$ cat src/rtl/fetch_pkg.sv
// Shared fetch-stage definitions: widths, special opcodes and the fetch FSM state type.
// The opcode constants are also used by the decoder.
package fetch_pkg;

    localparam int unsigned FETCH_ADDR_WIDTH = 16;
    localparam int unsigned FETCH_DATA_WIDTH = 16;

    localparam logic [FETCH_DATA_WIDTH-1:0] FETCH_NOP  = 16'h0000;
    localparam logic [FETCH_DATA_WIDTH-1:0] FETCH_HALT = 16'hFFFF;

    typedef enum logic [1:0] {
        StBoot,
        StRun,
        StHalt
    } fetch_state_e;

endpackage

$ cat src/rtl/program_counter.sv
// Program counter register: load has priority over increment, otherwise hold.
// The increment wraps modulo 2^ADDR_WIDTH.
module program_counter
    import fetch_pkg::*;
#(
    parameter int unsigned            ADDR_WIDTH   = FETCH_ADDR_WIDTH,
    parameter logic [ADDR_WIDTH-1:0]  RESET_VECTOR = '0
) (
    input  logic                  clk,
    input  logic                  reset,
    input  logic                  load,
    input  logic [ADDR_WIDTH-1:0] load_value,
    input  logic                  incr,
    output logic [ADDR_WIDTH-1:0] pc
);

    logic [ADDR_WIDTH-1:0] pc_q;
    logic [ADDR_WIDTH-1:0] pc_d;

    always_comb begin
        pc_d = pc_q;
        if (load) begin
            pc_d = load_value;
        end else if (incr) begin
            pc_d = pc_q + ADDR_WIDTH'(1);
        end
    end

    always_ff @(posedge clk or posedge reset) begin
        if (reset) begin
            pc_q <= RESET_VECTOR;
        end else begin
            pc_q <= pc_d;
        end
    end

    assign pc = pc_q;

endmodule

$ cat src/rtl/instruction_fetch.sv
// Fetch stage: drives the PC onto a combinational instruction memory and captures the
// returned word into the IF/ID register, with stall, branch flush and halt handling.
module instruction_fetch
    import fetch_pkg::*;
#(
    parameter int unsigned            ADDR_WIDTH   = FETCH_ADDR_WIDTH,
    parameter int unsigned            DATA_WIDTH   = FETCH_DATA_WIDTH,
    parameter logic [ADDR_WIDTH-1:0]  RESET_VECTOR = '0,
    parameter logic [DATA_WIDTH-1:0]  NOP_OPCODE   = FETCH_NOP,
    parameter logic [DATA_WIDTH-1:0]  HALT_OPCODE  = FETCH_HALT
) (
    input  logic                  clk,
    input  logic                  reset,
    output logic [ADDR_WIDTH-1:0] imem_addr,
    input  logic [DATA_WIDTH-1:0] imem_instr,
    input  logic                  stall,
    input  logic                  branch_taken,
    input  logic [ADDR_WIDTH-1:0] branch_target,
    output logic [DATA_WIDTH-1:0] if_instr,
    output logic [ADDR_WIDTH-1:0] if_pc,
    output logic                  if_valid,
    output logic                  halted,
    output logic [15:0]           fetch_count
);

    fetch_state_e          state_q, state_d;
    logic [DATA_WIDTH-1:0] if_instr_q, if_instr_d;
    logic [ADDR_WIDTH-1:0] if_pc_q, if_pc_d;
    logic                  if_valid_q, if_valid_d;
    logic                  halted_q, halted_d;
    logic [15:0]           fetch_count_q, fetch_count_d;
    logic                  pc_load;
    logic                  pc_incr;
    logic [ADDR_WIDTH-1:0] pc;

    program_counter #(
        .ADDR_WIDTH   (ADDR_WIDTH),
        .RESET_VECTOR (RESET_VECTOR)
    ) u_program_counter (
        .clk        (clk),
        .reset      (reset),
        .load       (pc_load),
        .load_value (branch_target),
        .incr       (pc_incr),
        .pc         (pc)
    );

    always_comb begin
        state_d       = state_q;
        if_instr_d    = if_instr_q;
        if_pc_d       = if_pc_q;
        if_valid_d    = if_valid_q;
        halted_d      = halted_q;
        fetch_count_d = fetch_count_q;
        pc_load       = 1'b0;
        pc_incr       = 1'b0;

        case (state_q)
            StBoot: begin
                state_d = StRun;
            end
            StRun: begin
                // A redirect flushes the wrong-path word even while decode is stalled.
                if (branch_taken) begin
                    pc_load    = 1'b1;
                    if_instr_d = NOP_OPCODE;
                    if_valid_d = 1'b0;
                end else if (!stall) begin
                    pc_incr    = 1'b1;
                    if_instr_d = imem_instr;
                    if_pc_d    = pc;
                    if_valid_d = 1'b1;
                    if (fetch_count_q != 16'hFFFF) begin
                        fetch_count_d = fetch_count_q + 16'd1;
                    end
                    if (imem_instr == HALT_OPCODE) begin
                        state_d  = StHalt;
                        halted_d = 1'b1;
                    end
                end
            end
            StHalt: begin
                if (branch_taken) begin
                    pc_load    = 1'b1;
                    if_instr_d = NOP_OPCODE;
                    if_valid_d = 1'b0;
                    halted_d   = 1'b0;
                    state_d    = StRun;
                end else if (!stall) begin
                    // The halt word has been handed over; emit bubbles from now on.
                    if_instr_d = NOP_OPCODE;
                    if_valid_d = 1'b0;
                end
            end
            default: begin
                state_d = StBoot;
            end
        endcase
    end

    always_ff @(posedge clk or posedge reset) begin
        if (reset) begin
            state_q       <= StBoot;
            if_instr_q    <= NOP_OPCODE;
            if_pc_q       <= '0;
            if_valid_q    <= 1'b0;
            halted_q      <= 1'b0;
            fetch_count_q <= '0;
        end else begin
            state_q       <= state_d;
            if_instr_q    <= if_instr_d;
            if_pc_q       <= if_pc_d;
            if_valid_q    <= if_valid_d;
            halted_q      <= halted_d;
            fetch_count_q <= fetch_count_d;
        end
    end

    assign imem_addr   = pc;
    assign if_instr    = if_instr_q;
    assign if_pc       = if_pc_q;
    assign if_valid    = if_valid_q;
    assign halted      = halted_q;
    assign fetch_count = fetch_count_q;

endmodule

$ cat config.mk
export PLATFORM = sky130hd
export DESIGN_NAME = instruction_fetch
export DESIGN_NICKNAME = d
export VERILOG_FILES = /design/src/rtl/fetch_pkg.sv /design/src/rtl/program_counter.sv /design/src/rtl/instruction_fetch.sv
export SDC_FILE = /design/constraint.sdc
export NUM_CORES = 1
export LEC_CHECK = 0
export CORE_MARGIN = 4
export CORE_UTILIZATION = 25
export CTS_CLUSTER_DIAMETER = 50
export DETAILED_ROUTE_END_ITERATION = 16
export SYNTH_ARGS = -nofsm -noshare
export SYNTH_HDL_FRONTEND = slang
export SYNTH_SLANG_ARGS = --single-unit
$ cat constraint.sdc
create_clock -name clk -period 6.7 [get_ports clk]
set_input_delay 1.675 -clock clk [delete_from_list [all_inputs] [get_ports clk]]
set_output_delay 1.675 -clock clk [all_outputs]
set_load 0.02 [all_outputs]
# Word-level counts from Yosys, hierarchy flattened
# Index checks and enable logic that the tools add are counted.
# word_totals
regBits	68
latchBits	0
ram_bits	0
romBits	0
elab_cells	57
memories	0
# classes
n_addsub	2
multipliers	0
div	0
n_lt_le_gt_ge	0
eq_ne	10
n_shift	0
n_mux	27
bitwise_logic	2
reduce_logical	9
# ops
op	count
$mux 16	6
$add 16x1->16 const B	2
$pmux 16 s2	1
$eq 16x16->1 const B	1
$ne 16x16->1 const B	1
$mux 1	13
$mux 2	4
$ne 2x2->1 const B	4
$reduce_and 4->1	2
$ne 3x3->1 const B	2
$pmux 2 s3	1
$reduce_and 3->1	2
$reduce_and 5->1	1
$pmux 1 s2	2
$reduce_bool 2->1	2
$eq 2x1->1 const B	1
$eq 2x2->1 const B	1
$logic_not 2->1	1
$not 1->1	2
$reduce_or 2->1	1

# Longest topological paths before layout
# depth
word_depth	5
mapped_depth	8
mapped_depth_nobuf	6

# Cells and area by module
# From an unflattened synthesis, not the netlist that was laid out.
# unflattened
hier_cells	293
area_unflattened_um2	3289.4
# by_module_without_submodules
mod	instances	cells_per_inst	area_per_inst_um2	seq_area_each_um2
instruction_fetch	1	192	2372.3	1301.2
program_counter	1	101	917.1	400.4

# Worst setup path after synthesis
# Ideal clock, no wire load.
# synth_path
path_kind	in2reg
startpoint	input branch_taken
endpoint	register u_program_counter.pc_q[13], in the netlist u_program_counter.pc[13]
setup_ps	82
t_arrival_ps	3218
path_slack_ps	3400
path_stages	6
path_buffers	2
path_cell_list	buf_2 > or3b_1 > buf_2 > nor4_4 > or3b_1 > a31oi_1
# synth_via
elab_chain_len	3
elab_cells_between_ends	6
classes_between	5 x mux; 1 x reduce/logical
# synth_lines
element	line_no	rtl
start: declaration	instruction_fetch.sv:17	input logic branch_taken,
$mux 1 (on tied branches)	instruction_fetch.sv:64, instruction_fetch.sv:83	
$mux 1 (on tied branches)	-	
$mux 16 or $reduce_bool 2->1 (tied branches)	-	
end signal: assignment	program_counter.sv:33	pc_q <= pc_d;
end: declaration	program_counter.sv:17	logic [ADDR_WIDTH-1:0] pc_q;
# Several ways; a longest one is shown, not always the timed one.
# A chain may end at the register's enable or synchronous reset.

# Worst setup path after layout
# layout_path
startpoint	input branch_taken
endpoint	register if_instr_q[12], in the netlist if_instr[12]
# layout_via
elab_chain_len	2
elab_cells_between_ends	6
classes_between	2 x eq/ne; 3 x mux; 1 x reduce/logical
# layout_lines
element	line_no	rtl
$ne 3x3->1 (no source line), or another cell as far along	-	
$reduce_and 3->1 (no source line) or $pmux 16 s2 (tied branches)	-	
end signal: assignment	instruction_fetch.sv:111	if_instr_q <= if_instr_d;
end: declaration	instruction_fetch.sv:27	logic [DATA_WIDTH-1:0] if_instr_q, if_instr_d;
# Several ways; a longest one is shown, not always the timed one.

==> flow_summary.yaml <==
clock_network:
  ctsResizeCount: 0
  clk_pin_slew_ps: 60
  cts_tree: "done"
  cts_hold_buffers: 0
  htree_levels: 3
  cts_setup_buffers: 0
  clock_latency_ps: 330
  clockBufferDepth: 2
  cts_buffers: 9
  cts-root-buf: "clkbuf_16"
  clock-sinks: 68
die:
  coreArea_mm2: 0.0122
  ioPinCount: 102
  placementRows: 40
  dieWidth_um: 120
  die_y_um: 120
  start_util_pct: 25.8
  die-area_mm2: 0.0144
sta:
  relSlewSlack_pct: 15.8
  setup_viol: 0
  fmax_ghz: 0.269
  hold_violations: 0
  finClkSkew_ps: 4.90
  fin_crit_sh_pct: 55.6
  rsz0062_at_grt: "no"
  tightest_slew_ps: 1260
  report.final.slew_viol_count: 0
  setup-tns-final_ps: 0
  period_needed_ps: 3720
critical_path:
  startpoint: "branch_taken"
  crit_path_top_delay_cell: "nor2_1"
  crit_type: "input pin to flip-flop"
  crit_end: "if_instr[12]"
  start_kind: "input pin"
  ff2ff_setup_slack_ps: 4130
  arrival_ps: 3980
  endpoint_kind: "flip-flop"
  rr_endpoint: "if_instr[12]"
  worst-path-max-fanout: 25
  crit_chain: "clkdlybuf4s50_1 -> or3b_1 -> buf_4 -> nor2_1 -> a22o_1"
  max_stage_delay_ps: 860
  r2r-start: "state_q[1]"
  r2r_cells: 6
  worstPathRequired_ps: 6960
cells_and_area:
  diodes: 0
  fin_area_mm2: 0.00467
  area_growth_pct: 48.9
  final_cell_mix: "101 x clkdlybuf4s50_1, 68 x dfrtp_1, 65 x nand2_1, 16 x a22o_1, 14 x o21ai_0"
  layout_commonest_cell: "clkdlybuf4s50_1"
  final_layout_size_suffix_gt1_share_pct: 6.00
  nNetsFinal: 453
global_routing:
  antenna_found_initial: 0
  gr-total-overflow: 0
  grt_pass1_wl_um: 14700
  track_usage_pct: 12.8
  grt_start_max_net_pins: 69
  grt_pass1_vias: 2860
drt:
  wl_um: 9140
  drc: 0
  wl_per_cell_um: 15.6
  dr_total_vias: 2719
  firstDrtPassIters: 4
  viasPerCell: 4.65
  drtIter0Drc: 149
  ant_nets: 0
pwr:
  p_per_area_mw_per_mm2: 438
  p_leak_uw: 0.00198
  ir_drop_mv: 0.228
placement:
  gp_congestion: 0.787
  dpl.hpwl_um: 6440
  place_area_mm2: 0.00433
  port_buffers: 101
yosys:
  syn_area_mm2: 0.00313
  avgSynthCellArea_um2: 10.1
  syn_nets: 351
  synth_edf_count: 0
  ys_seq_area_share_pct: 54.3
  async_reset_ff_share_pct: 100
  yosysWarnings: 0
  synth_cell_types: 41
  yosys_register_bits: 68
  synth-main-ff-cell: "dfrtp_1"
  syn-instance-count: 310
flow_run:
  drv_cap: 0
hold_path:
  min_path_type: "flip-flop to flip-flop"
run_status:
  status: "finished clean"
## kinds of logic after synthesis
| group | share of synthesized area (%) |
|---|---|
| compound gates | 13.9 |
| xor+xnor | 5.31 |
| fa+ha+maj | 2.00 |
| buf+inv | 3.19 |
| flops | 54.3 |
| mux | 1.04 |
| simple gates | 20.2 |
## sequential cells by signal, indices dropped and copies added, names as in the netlist
name / flops
fetch_count: 16
if_valid: 1
state_q: 2
if_instr: 16
u_program_counter.pc: 16
halted: 1
if_pc: 16
## cell type report
type	count	area (um2)
flip-flops and latches	68	1700
clock buffers	10	229
well taps	168	210
repair buffers	104	1030
inverters	13	48.8
clock inverters	6	113
fillers	1240	7490
multi-input cells	216	1330
## where the power goes
group	switching (uW)	internal [uW]
Combinational	420	374
Clock	182	364
Sequential	152	553
Total	754	1290
## layer usage
layer	track usage, %	routed length [um]	up-vias
met5	0	0	-
met4	4.44	82	0
met3	4.19	635	7
met2	20.0	4230	96
met1	16.7	4190	1309
li1	-	-	1307
## synth_stat cells (2+ instances only)
cell | number | area [um2]
nor4_1 | 6 | 37.5
or3b_1 | 2 | 17.5
nor2_1 | 12 | 45.0
xor2_1 | 8 | 70.1
nand3_1 | 9 | 45.0
buf_2 | 2 | 10.0
dfrtp_1 | 68 | 1700
a22o_1 | 16 | 140
and4_1 | 2 | 17.5
a22oi_1 | 2 | 15.0
a31oi_1 | 3 | 18.8
a21oi_1 | 6 | 30.0
clkbuf_1 | 11 | 41.3
and2_1 | 3 | 18.8
nor3_1 | 9 | 45.0
or3_1 | 3 | 18.8
mux2_2 | 2 | 22.5
o311ai_0 | 2 | 17.5
a21o_1 | 2 | 15.0
nand4bb_1 | 2 | 22.5
o21ai_0 | 14 | 70.1
nand4_1 | 9 | 56.3
nand2_1 | 65 | 244
xnor2_1 | 11 | 96.3
ha_1 | 5 | 62.6
a211oi_1 | 9 | 67.6
inv_1 | 13 | 48.8
## worst min path at each step
stage / slack, ps / start / to / cells after the start
2_1_floorplan: 550 / state_q[1] / state_q[1] / 2
3_3_place_gp: 460 / if_pc[7] / if_pc[7] / 2
3_5_place_dp: 460 / if_pc[13] / if_pc[13] / 2
4_1_cts: 490 / if_pc[1] / if_pc[1] / 2
5_1_grt: 510 / if_pc[1] / if_pc[1] / 2
6_report: 480 / if_pc[8] / if_pc[8] / 2
## critical path: cells and delay by family
kind                   cells  cell delay (ps)
and+or+nand+nor            2             1280
buffers and inverters      2              770
AOI/OAI and AO/OA          1              250
## stage by stage
step,hold WS (ps),power (uW),util (%),worst slack [ps],cells
after floorplan,550,1100,-,3310,310
after global placement,464,1500,35.6,2710,569
after detailed placement,462,1510,35.6,2640,569
after CTS,490,2080,38.4,2980,585
after global routing,506,2170,38.4,2810,585
final,480,2050,38.4,2980,585
No activity file was read; power rests on OpenSTA's default activity.
